`config.mk`:
```
export PLATFORM = sky130hd
export DESIGN_NAME = shift_pipe_ctrl
export DESIGN_NICKNAME = d
export VERILOG_FILES = /design/src/rtl/shift_pipe_ctrl.sv
export SDC_FILE = /design/constraint.sdc
export NUM_CORES = 1
export LEC_CHECK = 0
export ABC_AREA = 1
export CORE_ASPECT_RATIO = 1.75
export CORE_MARGIN = 2
export CORE_UTILIZATION = 30
export CTS_CLUSTER_SIZE = 12
export DETAILED_ROUTE_END_ITERATION = 10
export GPL_TIMING_DRIVEN = 0
export MAX_ROUTING_LAYER = met4
export PLACE_DENSITY = 0.53
export REMOVE_ABC_BUFFERS = 1
export SYNTH_ARGS = -nofsm -noshare
export SYNTH_HDL_FRONTEND = slang
export SYNTH_SLANG_ARGS = --single-unit
```
`constraint.sdc`:
```
create_clock -name clk -period 2.23 [get_ports clk]
set_clock_uncertainty 0.2 [all_clocks]
set_input_delay 0.446 -clock clk [delete_from_list [all_inputs] [get_ports clk]]
set_output_delay 0.446 -clock clk [all_outputs]
set_load 0.01 [all_outputs]
```
`src/rtl/shift_pipe_ctrl.sv`:
```
// Two-stage shift pipeline: stage 1 registers the request, stage 2 registers the
// shifted result and flags. Full valid/ready backpressure, at most two in flight.
module shift_pipe_ctrl #(
    parameter int N = 8
) (
    input  logic         clk,
    input  logic         rst,
    input  logic         in_valid,
    output logic         in_ready,
    input  logic [1:0]   op,
    input  logic [N-1:0] a,
    input  logic [N-1:0] b,
    output logic         out_valid,
    input  logic         out_ready,
    output logic [N-1:0] result,
    output logic         sat,
    output logic         zero,
    output logic [7:0]   count
);
    localparam int LOGN = $clog2(N);

    typedef enum logic [1:0] {OP_SLL = 2'd0, OP_SRL = 2'd1, OP_SRA = 2'd2, OP_ROR = 2'd3} op_e;

    logic         s1_valid, s2_valid, s2_free;
    op_e          s1_op;
    logic [N-1:0] s1_a, s1_b;

    assign s2_free   = !s2_valid || out_ready;
    assign in_ready  = !s1_valid || s2_free;
    assign out_valid = s2_valid;

    logic [LOGN-1:0] amt;
    logic            big;
    logic [N-1:0]    a_rev, sll_rev, sll_y, srl_y, sra_y, ror_y;

    assign amt = s1_b[LOGN-1:0];
    assign big = |s1_b[N-1:LOGN];

    // Left shift reuses the right-shift network on the bit-reversed operand.
    for (genvar i = 0; i < N; i++) begin : g_rev
        assign a_rev[i] = s1_a[N-1-i];
        assign sll_y[i] = sll_rev[N-1-i];
    end

    shr_net #(.N(N), .LOGN(LOGN)) u_sll (.a(a_rev), .sh(amt), .rot(1'b0), .fill(1'b0), .y(sll_rev));
    shr_net #(.N(N), .LOGN(LOGN)) u_srl (.a(s1_a),  .sh(amt), .rot(1'b0), .fill(1'b0), .y(srl_y));
    shr_net #(.N(N), .LOGN(LOGN)) u_ror (.a(s1_a),  .sh(amt), .rot(1'b1), .fill(1'b0), .y(ror_y));
    sran    #(.N(N))              u_sra (.a(s1_a),  .b(s1_b), .y(sra_y));

    logic [N-1:0] c_res;
    logic         c_sat;

    always_comb begin
        c_res = '0;
        c_sat = big;
        case (s1_op)
            OP_SLL: c_res = big ? '0 : sll_y;
            OP_SRL: c_res = big ? '0 : srl_y;
            OP_SRA: c_res = sra_y;
            OP_ROR: begin
                c_res = ror_y;
                c_sat = 1'b0;
            end
            default: c_res = '0;
        endcase
    end

    always_ff @(posedge clk) begin
        if (rst) begin
            s1_valid <= 1'b0;
            s1_op    <= OP_SLL;
            s1_a     <= '0;
            s1_b     <= '0;
            s2_valid <= 1'b0;
            result   <= '0;
            sat      <= 1'b0;
            zero     <= 1'b0;
            count    <= '0;
        end else begin
            if (in_valid && in_ready) begin
                s1_valid <= 1'b1;
                s1_op    <= op_e'(op);
                s1_a     <= a;
                s1_b     <= b;
            end else if (s2_free) begin
                s1_valid <= 1'b0;
            end
            if (s2_free) begin
                s2_valid <= s1_valid;
                if (s1_valid) begin
                    result <= c_res;
                    sat    <= c_sat;
                    zero   <= (c_res == '0);
                end
            end
            if (s2_valid && out_ready)
                count <= count + 8'd1;
        end
    end
endmodule

// Arithmetic right shift with sign fill once the full-width amount reaches N.
module sran #(
    parameter int N = 8
) (
    input  logic [N-1:0] a,
    input  logic [N-1:0] b,
    output logic [N-1:0] y
);
    localparam int LOGN = $clog2(N);
    logic [N-1:0] net_y;

    shr_net #(.N(N), .LOGN(LOGN)) u_net (.a(a), .sh(b[LOGN-1:0]), .rot(1'b0), .fill(a[N-1]), .y(net_y));
    assign y = (|b[N-1:LOGN]) ? {N{a[N-1]}} : net_y;
endmodule

// Log-depth right shifter of mux2x1 cells; bits shifted in come from the
// wrapped operand (rotate) or from the fill bit.
module shr_net #(
    parameter int N    = 8,
    parameter int LOGN = 3
) (
    input  logic [N-1:0]    a,
    input  logic [LOGN-1:0] sh,
    input  logic            rot,
    input  logic            fill,
    output logic [N-1:0]    y
);
    for (genvar k = 0; k < LOGN; k++) begin : g_stg
        logic [N-1:0] src, dst;
        if (k == 0) begin : g_first
            assign src = a;
        end else begin : g_next
            assign src = g_stg[k-1].dst;
        end
        for (genvar i = 0; i < N; i++) begin : g_bit
            logic hi;
            if (i + (1 << k) < N) begin : g_in
                assign hi = src[i + (1 << k)];
            end else begin : g_wrap
                assign hi = rot ? src[i + (1 << k) - N] : fill;
            end
            mux2x1 u_mux (.d0(src[i]), .d1(hi), .s(sh[k]), .y(dst[i]));
        end
    end
    assign y = g_stg[LOGN-1].dst;
endmodule

module mux2x1 (
    input  logic d0,
    input  logic d1,
    input  logic s,
    output logic y
);
    assign y = s ? d1 : d0;
endmodule

```
==> results of run 1 <==
[final timing paths]
path | from | end | cells after the start
setup reg to reg | s1_b[1] | zero | 11
setup / recovery | out_ready | in_ready | 4
hold reg to reg | s1_b[6] | s1_b[6] | 2
hold / removal | s1_b[6] | s1_b[6] | 2
[logic make-up after synthesis]
logic type | count (synthesis) | synth area share [%]
fa+ha+maj | 1 | 0.530
simple gates | 219 | 41.5
flops | 38 | 32.2
buf+inv | 54 | 10.3
xor+xnor | 1 | 0.371
compound gates | 65 | 15.1
[state kept, by name, indices dropped and copies added, names as in the netlist]
| signal | count |
|---|---|
| count | 8 |
| result | 8 |
| s1_a | 8 |
| s1_b | 8 |
| s1_op | 2 |
| out_valid | 1 |
| s1_valid | 1 |
| sat | 1 |
| zero | 1 |
[report_power, final]
group          total [mW]  leakage [nW]  internal, mW  switching, mW
clock network       0.772        0.0832         0.506          0.266
registers           0.769         0.315         0.721         0.0487
logic               0.408         0.970         0.169          0.238
[layout by cell type, fill, tap and decap left out, types with 4 or more instances in the layout]
master	instances
a21oi_1	22
buf_4	4
clkbuf_16	5
clkdlybuf4s50_1	40
dfxtp_1	35
inv_1	33
nand2_1	96
nand2_4	8
nand3_1	33
nand4_1	4
nor2_1	58
nor2_2	5
nor3_1	4
o211ai_1	5
o21ai_0	30
[area by class of cell]
type,count,area share (%)
inverters,39,5.26
flip-flops and latches,38,25.5
multi-input cells,286,45.5
well taps,88,3.65
repair buffers,45,14.5
clock buffers,8,5.51
[per-layer routing]
layer,vias up,GRT usage (%),part of all wire (%)
met2,55,29.4,52
met1,1092,17.8,39
li1,1293,-,-
met3,23,2.49,2.7
met5,-,-,0
met4,0,12.1,5.9
[stage by stage]
step / setup slack (ns) / setup TNS, ns / std cells / hold slack [ns] / utilization, %
after CTS: 0.00702 / 0 / 504 / 0.247 / 39.3
final: 0.170 / 0 / 504 / 0.257 / 39.6
after global routing: -0.0354 / -0.0354 / 504 / 0.290 / 39.6
after global placement: -0.534 / -7.73 / 492 / 0.232 / 36.6
after detailed placement: -0.597 / -8.19 / 492 / 0.238 / 36.6
after floorplan: 0.222 / 0 / 363 / 0.225 / -
[tightest hold or removal path: stages (launching register included)]
cell	delay, ns
dfxtp_1	0.31
inv_1	0.05
a21oi_1	0.05
[timing repair]
item,4_1_cts,5_1_grt
gates resized for setup,5,9
hold buffers,0,0
endpoints found under the setup margin,17,19
setup buffers,4,0
==> results by group, run 1 <==
Floorplanning
  • Row cnt: 42
  • Die Area: 0.00862 mm2
  • Chip width: 71.1 um
  • # IOs: 42
  • Starting density of the core: 31.0%
  • Core area: 0.00762 mm2
  • Die Ht: 121 um

Timing
  • Final number of max-transition violations: 0
  • Endpoints failing hold: 0
  • Slew Limit Headroom: 70.9%
  • Final period utilization: 92.4%
  • Tightest Pin Transition: 0.435 ns
  • Tmin final: 2.06 ns
  • RSZ-0062 raised after global routing: yes
  • Final setup viols: 0
  • Fmax achieved: 485 MHz

Clock network
  • H-tree level count: 2
  • Clk slew on worst S/H paths: 0.05 ns
  • Skew-Pair Late Insertion Delay: 0.28 ns
  • Clock sinks: 38
  • Cts bufs inserted: 5
  • CTS tree: built
  • CTS max path bufs: 2
  • Clock root cell: clkbuf_16

GRT
  • Largest net degree at the start of global routing: 33
  • Vias in the first global route: 2516
  • Initial antenna violation count: 0
  • Global route overflow: 0
  • Global-route wire length before repair: 11300 um
  • GRT Total Usage: 17.2%

Worst setup path
  • Slowest-stage cell, CP: clkdlybuf4s50_1
  • Required @ worst endpoint: 1.58 ns
  • Crit path cell chain: clkdlybuf4s50_1, inv_1, nand3_1, dlygate4sd2_1
  • Largest stage delay on the critical path: 0.41 ns
  • Startpoint types: primary input
  • CP endpoint kind: primary output
  • CP bufs+invs: 3
  • R2r setup slk: 0.17 ns
  • Crit Path Category: primary input to primary output
  • Largest delay share family, worst path: buffers and inverters
  • Critical Path AT: 1.41 ns
  • Crit path max fanout: 3

Route
  • WL per Instance: 12.8 um
  • Drt drc: 0
  • Drt via density: 4.89
  • Vias: 2463
  • Antenna Nets Post-Route: 0
  • DRT iter0 DRCs: 159
  • Final WL: 6460 um
  • Drt pass-1 iters: 4

Place
  • GPL Wtd Cong: 0.929
  • Placed inst area: 0.00279 mm2
  • Post-DP HPWL: 5050 um
  • Buffers added on ports: 41

Synthesis
  • Average cell area after synthesis: 6.25 um2
  • Synthesis-stage register bit count: 38
  • Ys flop type: dfxtp_1
  • Top cells by count, synth: nand2_1, nor2_1, dfxtp_1
  • Seq/Total Area, Yosys: 32.2%
  • Syn Std Cell Area: 0.00236 mm2
  • Most area-consuming cells after synthesis: dfxtp_1, nand2_1, nor2_1
  • Most common cell in the netlist: nand2_1
  • Mapped Cells: 378
  • Number of synthesized flops with an enable pin: 0
  • Yosys cell types: 32
  • Cell taking the most area after synthesis: dfxtp_1
  • YS warnings: 0
  • Synth top area share: 32.2%
  • Async set-reset flop share out of synthesis: 0%

Layout
  • Seq. cell area: 769 um2
  • Fraction of layout cells with a size suffix above 1: 11.1%
  • Multi-input logic area: 0.00138 mm2
  • # fillers: 841
  • Post-route design area: 0.00302 mm2
  • NumNets Final: 438
  • Area grow syn2layout: 27.9%
  • Antenna cell count: 0

Run
  • Max-cap check violation count: 0

Pwr
  • Max VDD drop: 0.520 mV
  • Total Power: 1.95 mW
  • P_leak: 1.37 nW
  • Pwr dens: 645 mW/mm2

Hold path
  • HP Class: flip-flop to flip-flop

Run status
  • Status: finished clean
Note: power is estimated with default switching activity, not from simulation.
==> run 2, diff against run 1 <==
Settings changed: CTS_BUF_LIST set to sky130_fd_sc_hd__clkbuf_8, SLEW_MARGIN set to 30.
==> run 2 against run 1 <==
Critical path type is now flip-flop to flip-flop. Critical endpoint is now zero. Hold slack improved by 0.0026 ns. Design area is 1.9% lower. Power shrank 11%. Via count decreased by 0.65%. Final cell count is the same. Worst setup slack worse by 0.0022 ns. Register-to-register slack hardly changed. Non-clock buffer count did not move.
==> results by group, run 2 (synthesized netlist as in run 1, its figures left out) <==
Pwr
  • P_leak: 1.34 nW (-1.9%)
  • Max VDD drop: 0.469 mV (-9.9%)
  • Pwr dens: 585 mW/mm2 (-9.3%)

Worst setup path
  • Startpoint types: flip-flop
  • R2R Path Start: s1_b[2]
  • R2R Path End: zero
  • R2R cell count: 11 (unchanged)
  • CP bufs+invs: 2 (-1)
  • Slowest-stage cell, CP: dfxtp_2
  • Required @ worst endpoint: 2.20 ns (+0.62 ns)
  • Largest stage delay on the critical path: 0.50 ns (+0.09 ns)
  • Crit path max fanout: 12 (+9)
  • R2r setup slk: 0.17 ns (about the same)
  • Largest delay share family, worst path: simple AND/OR/NAND/NOR gates
  • Worst Setup SP: s1_b[2]
  • Crit path cell chain: clkinvlp_4, nor2_1, inv_1, o21ai_1, nor2_1, nand2_1, nor2_1, nand2_1, nor2_1, nand2_1, a21oi_2
  • Crit Path Category: flip-flop to flip-flop
  • Critical path's most frequent cell: nor2_1
  • Critical Path AT: 2.04 ns (+0.63 ns)
  • Critical Path End: zero
  • Crit path depth: 11 (+7)
  • CP endpoint kind: flip-flop

Clock network
  • Clk slew on worst S/H paths: 0.07 ns (+0.02 ns)
  • Cts bufs inserted: 5 (unchanged)
  • CTS max path bufs: 2 (unchanged)
  • Skew-Pair Late Insertion Delay: 0.30 ns (+0.02 ns)
  • CTS tree: built
  • Clock root cell: clkbuf_8
  • Clock sinks: 38 (unchanged)
  • H-tree level count: 2 (unchanged)

Floorplanning
  • # IOs: 42 (unchanged)
  • Die Area: 0.00862 mm2 (unchanged)
  • Starting density of the core: 31.0% (unchanged)
  • Die Ht: 121 um (unchanged)
  • Core area: 0.00762 mm2 (unchanged)
  • Chip width: 71.1 um (unchanged)
  • Row cnt: 42 (unchanged)

Layout
  • Post-route design area: 0.00296 mm2 (-1.9%)
  • Commonest non-fill, non-tap cell in the layout: nand2_1
  • NumNets Final: 438 (unchanged)
  • # fillers: 850 (+1.1%)
  • Area grow syn2layout: 25.5%
  • Fin cells: 504 (unchanged)
  • Fraction of layout cells with a size suffix above 1: 11.1% (unchanged)
  • Highest-count cells in the layout ignoring fill and taps: nand2_1, nor2_1, clkdlybuf4s50_1, dfxtp_1
  • Antenna cell count: 0 (unchanged)

Route
  • Drt via density: 4.86 (-0.65%)
  • Final WL: 6460 um (about the same)
  • Drt pass-1 iters: 4 (unchanged)
  • DRT iter0 DRCs: 176 (+11%)
  • Drt drc: 0 (unchanged)
  • Antenna Nets Post-Route: 0 (unchanged)
  • Vias: 2447 (-0.65%)
  • WL per Instance: 12.8 um (about the same)

GRT
  • Vias in the first global route: 2492 (-0.95%)
  • Global-route wire length before repair: 11400 um (+0.36%)
  • Met2 Usage GRT: 30.1% (+0.70 points)
  • GRT Total Usage: 17.1% (-0.11 points)
  • Top Usage Layer GRT: met2
  • Largest net degree at the start of global routing: 33 (unchanged)
  • Initial antenna violation count: 0 (unchanged)
  • Global route overflow: 0 (unchanged)
  • Met1 Use GR: 18.3% (+0.46 points)
  • M3 GR Usage: 2.49% (unchanged)

Timing
  • Endpoints failing hold: 0 (unchanged)
  • Final period utilization: 92.5% (+0.10 points)
  • Final number of max-transition violations: 0 (unchanged)
  • Slew Limit Headroom: 70.9% (about the same)
  • RSZ-0062 raised after global routing: yes
  • Tightest Pin Transition: 0.435 ns (+0.000401 ns)
  • Tmin final: 2.06 ns (+0.00224 ns)
  • Fmax achieved: 485 MHz (-0.11%)
  • Final setup viols: 0 (unchanged)

Hold path
  • HP Class: flip-flop to flip-flop
  • Hold Startpoint: s1_b[6]

Place
  • Buffers added on ports: 41 (unchanged)
  • Placed inst area: 0.00279 mm2 (unchanged)
  • DP Cell Count: 492 (unchanged)
  • GPL Wtd Cong: 0.929 (unchanged)
  • Post-DP HPWL: 5050 um (unchanged)

Run status
  • Status: finished clean

Run
  • Max-cap check violation count: 0 (unchanged)
## run 2: worst min path at each step
stage / to / cells after the start
final: s1_b[6] / 2
after global routing: s1_b[4] / 2
after CTS: s1_b[6] / 2
after detailed placement: s1_b[6] / 2
after global placement: s1_b[6] / 2
after floorplan: s1_b[6] / 2
## run 2: final cells by class
cell class                      instances  area, um2  area share (%)
Clock buffer                            8        110            3.72
Multi-Input combinational cell        286       1380            46.4
Inverter                               39        159            5.36
Timing Repair Buffer                   45        439            14.8
Sequential cell                        38        769            26.0
Tap cell                               88        110            3.72
## run 2: routing by layer
layer | wire length, um | vias up
li1 | - | 1291
met1 | 2560 | 1095
met2 | 3510 | 47
met3 | 162 | 14
met4 | 229 | 0
met5 | 0 | -
## run 2: stage by stage
step | power [mW] | util (%) | hold WS [ns] | setup TNS [ns] | setup slack, ns
final | 1.73 | 38.9 | 0.259 | 0 | 0.168
after global routing | 1.84 | 38.9 | 0.293 | -0.0147 | -0.0147
after CTS | 1.75 | 38.5 | 0.250 | 0 | 0.0112
after detailed placement | 1.18 | 36.6 | 0.238 | -8.19 | -0.597
after global placement | 1.18 | 36.6 | 0.232 | -7.73 | -0.534
after floorplan | 1.03 | - | 0.225 | 0 | 0.222
## run 2: worst min-delay path, stage by stage, from the launching register on
cell and delay (ns):
dfxtp_1 0.32, inv_1 0.05, a21oi_1 0.05
## run 2: power breakdown
group | total, mW | internal (mW) | switching [mW]
sequential | 0.768 | 0.720 | 0.0486
combinational | 0.407 | 0.169 | 0.237
clock | 0.560 | 0.312 | 0.248
## run 2: repair_timing
action                     CTS  global route
pin swaps                    0             0
hold buffers                 0             0
setup buffers                4             0
gates resized for setup      5             9
setup endpoints to repair   17            16
==> run 3, diff against run 2 <==
Settings changed: SLEW_MARGIN 30 to 5.
==> results of run 3 <==
Final layout, timing and power as in run 2 (identical DEF).
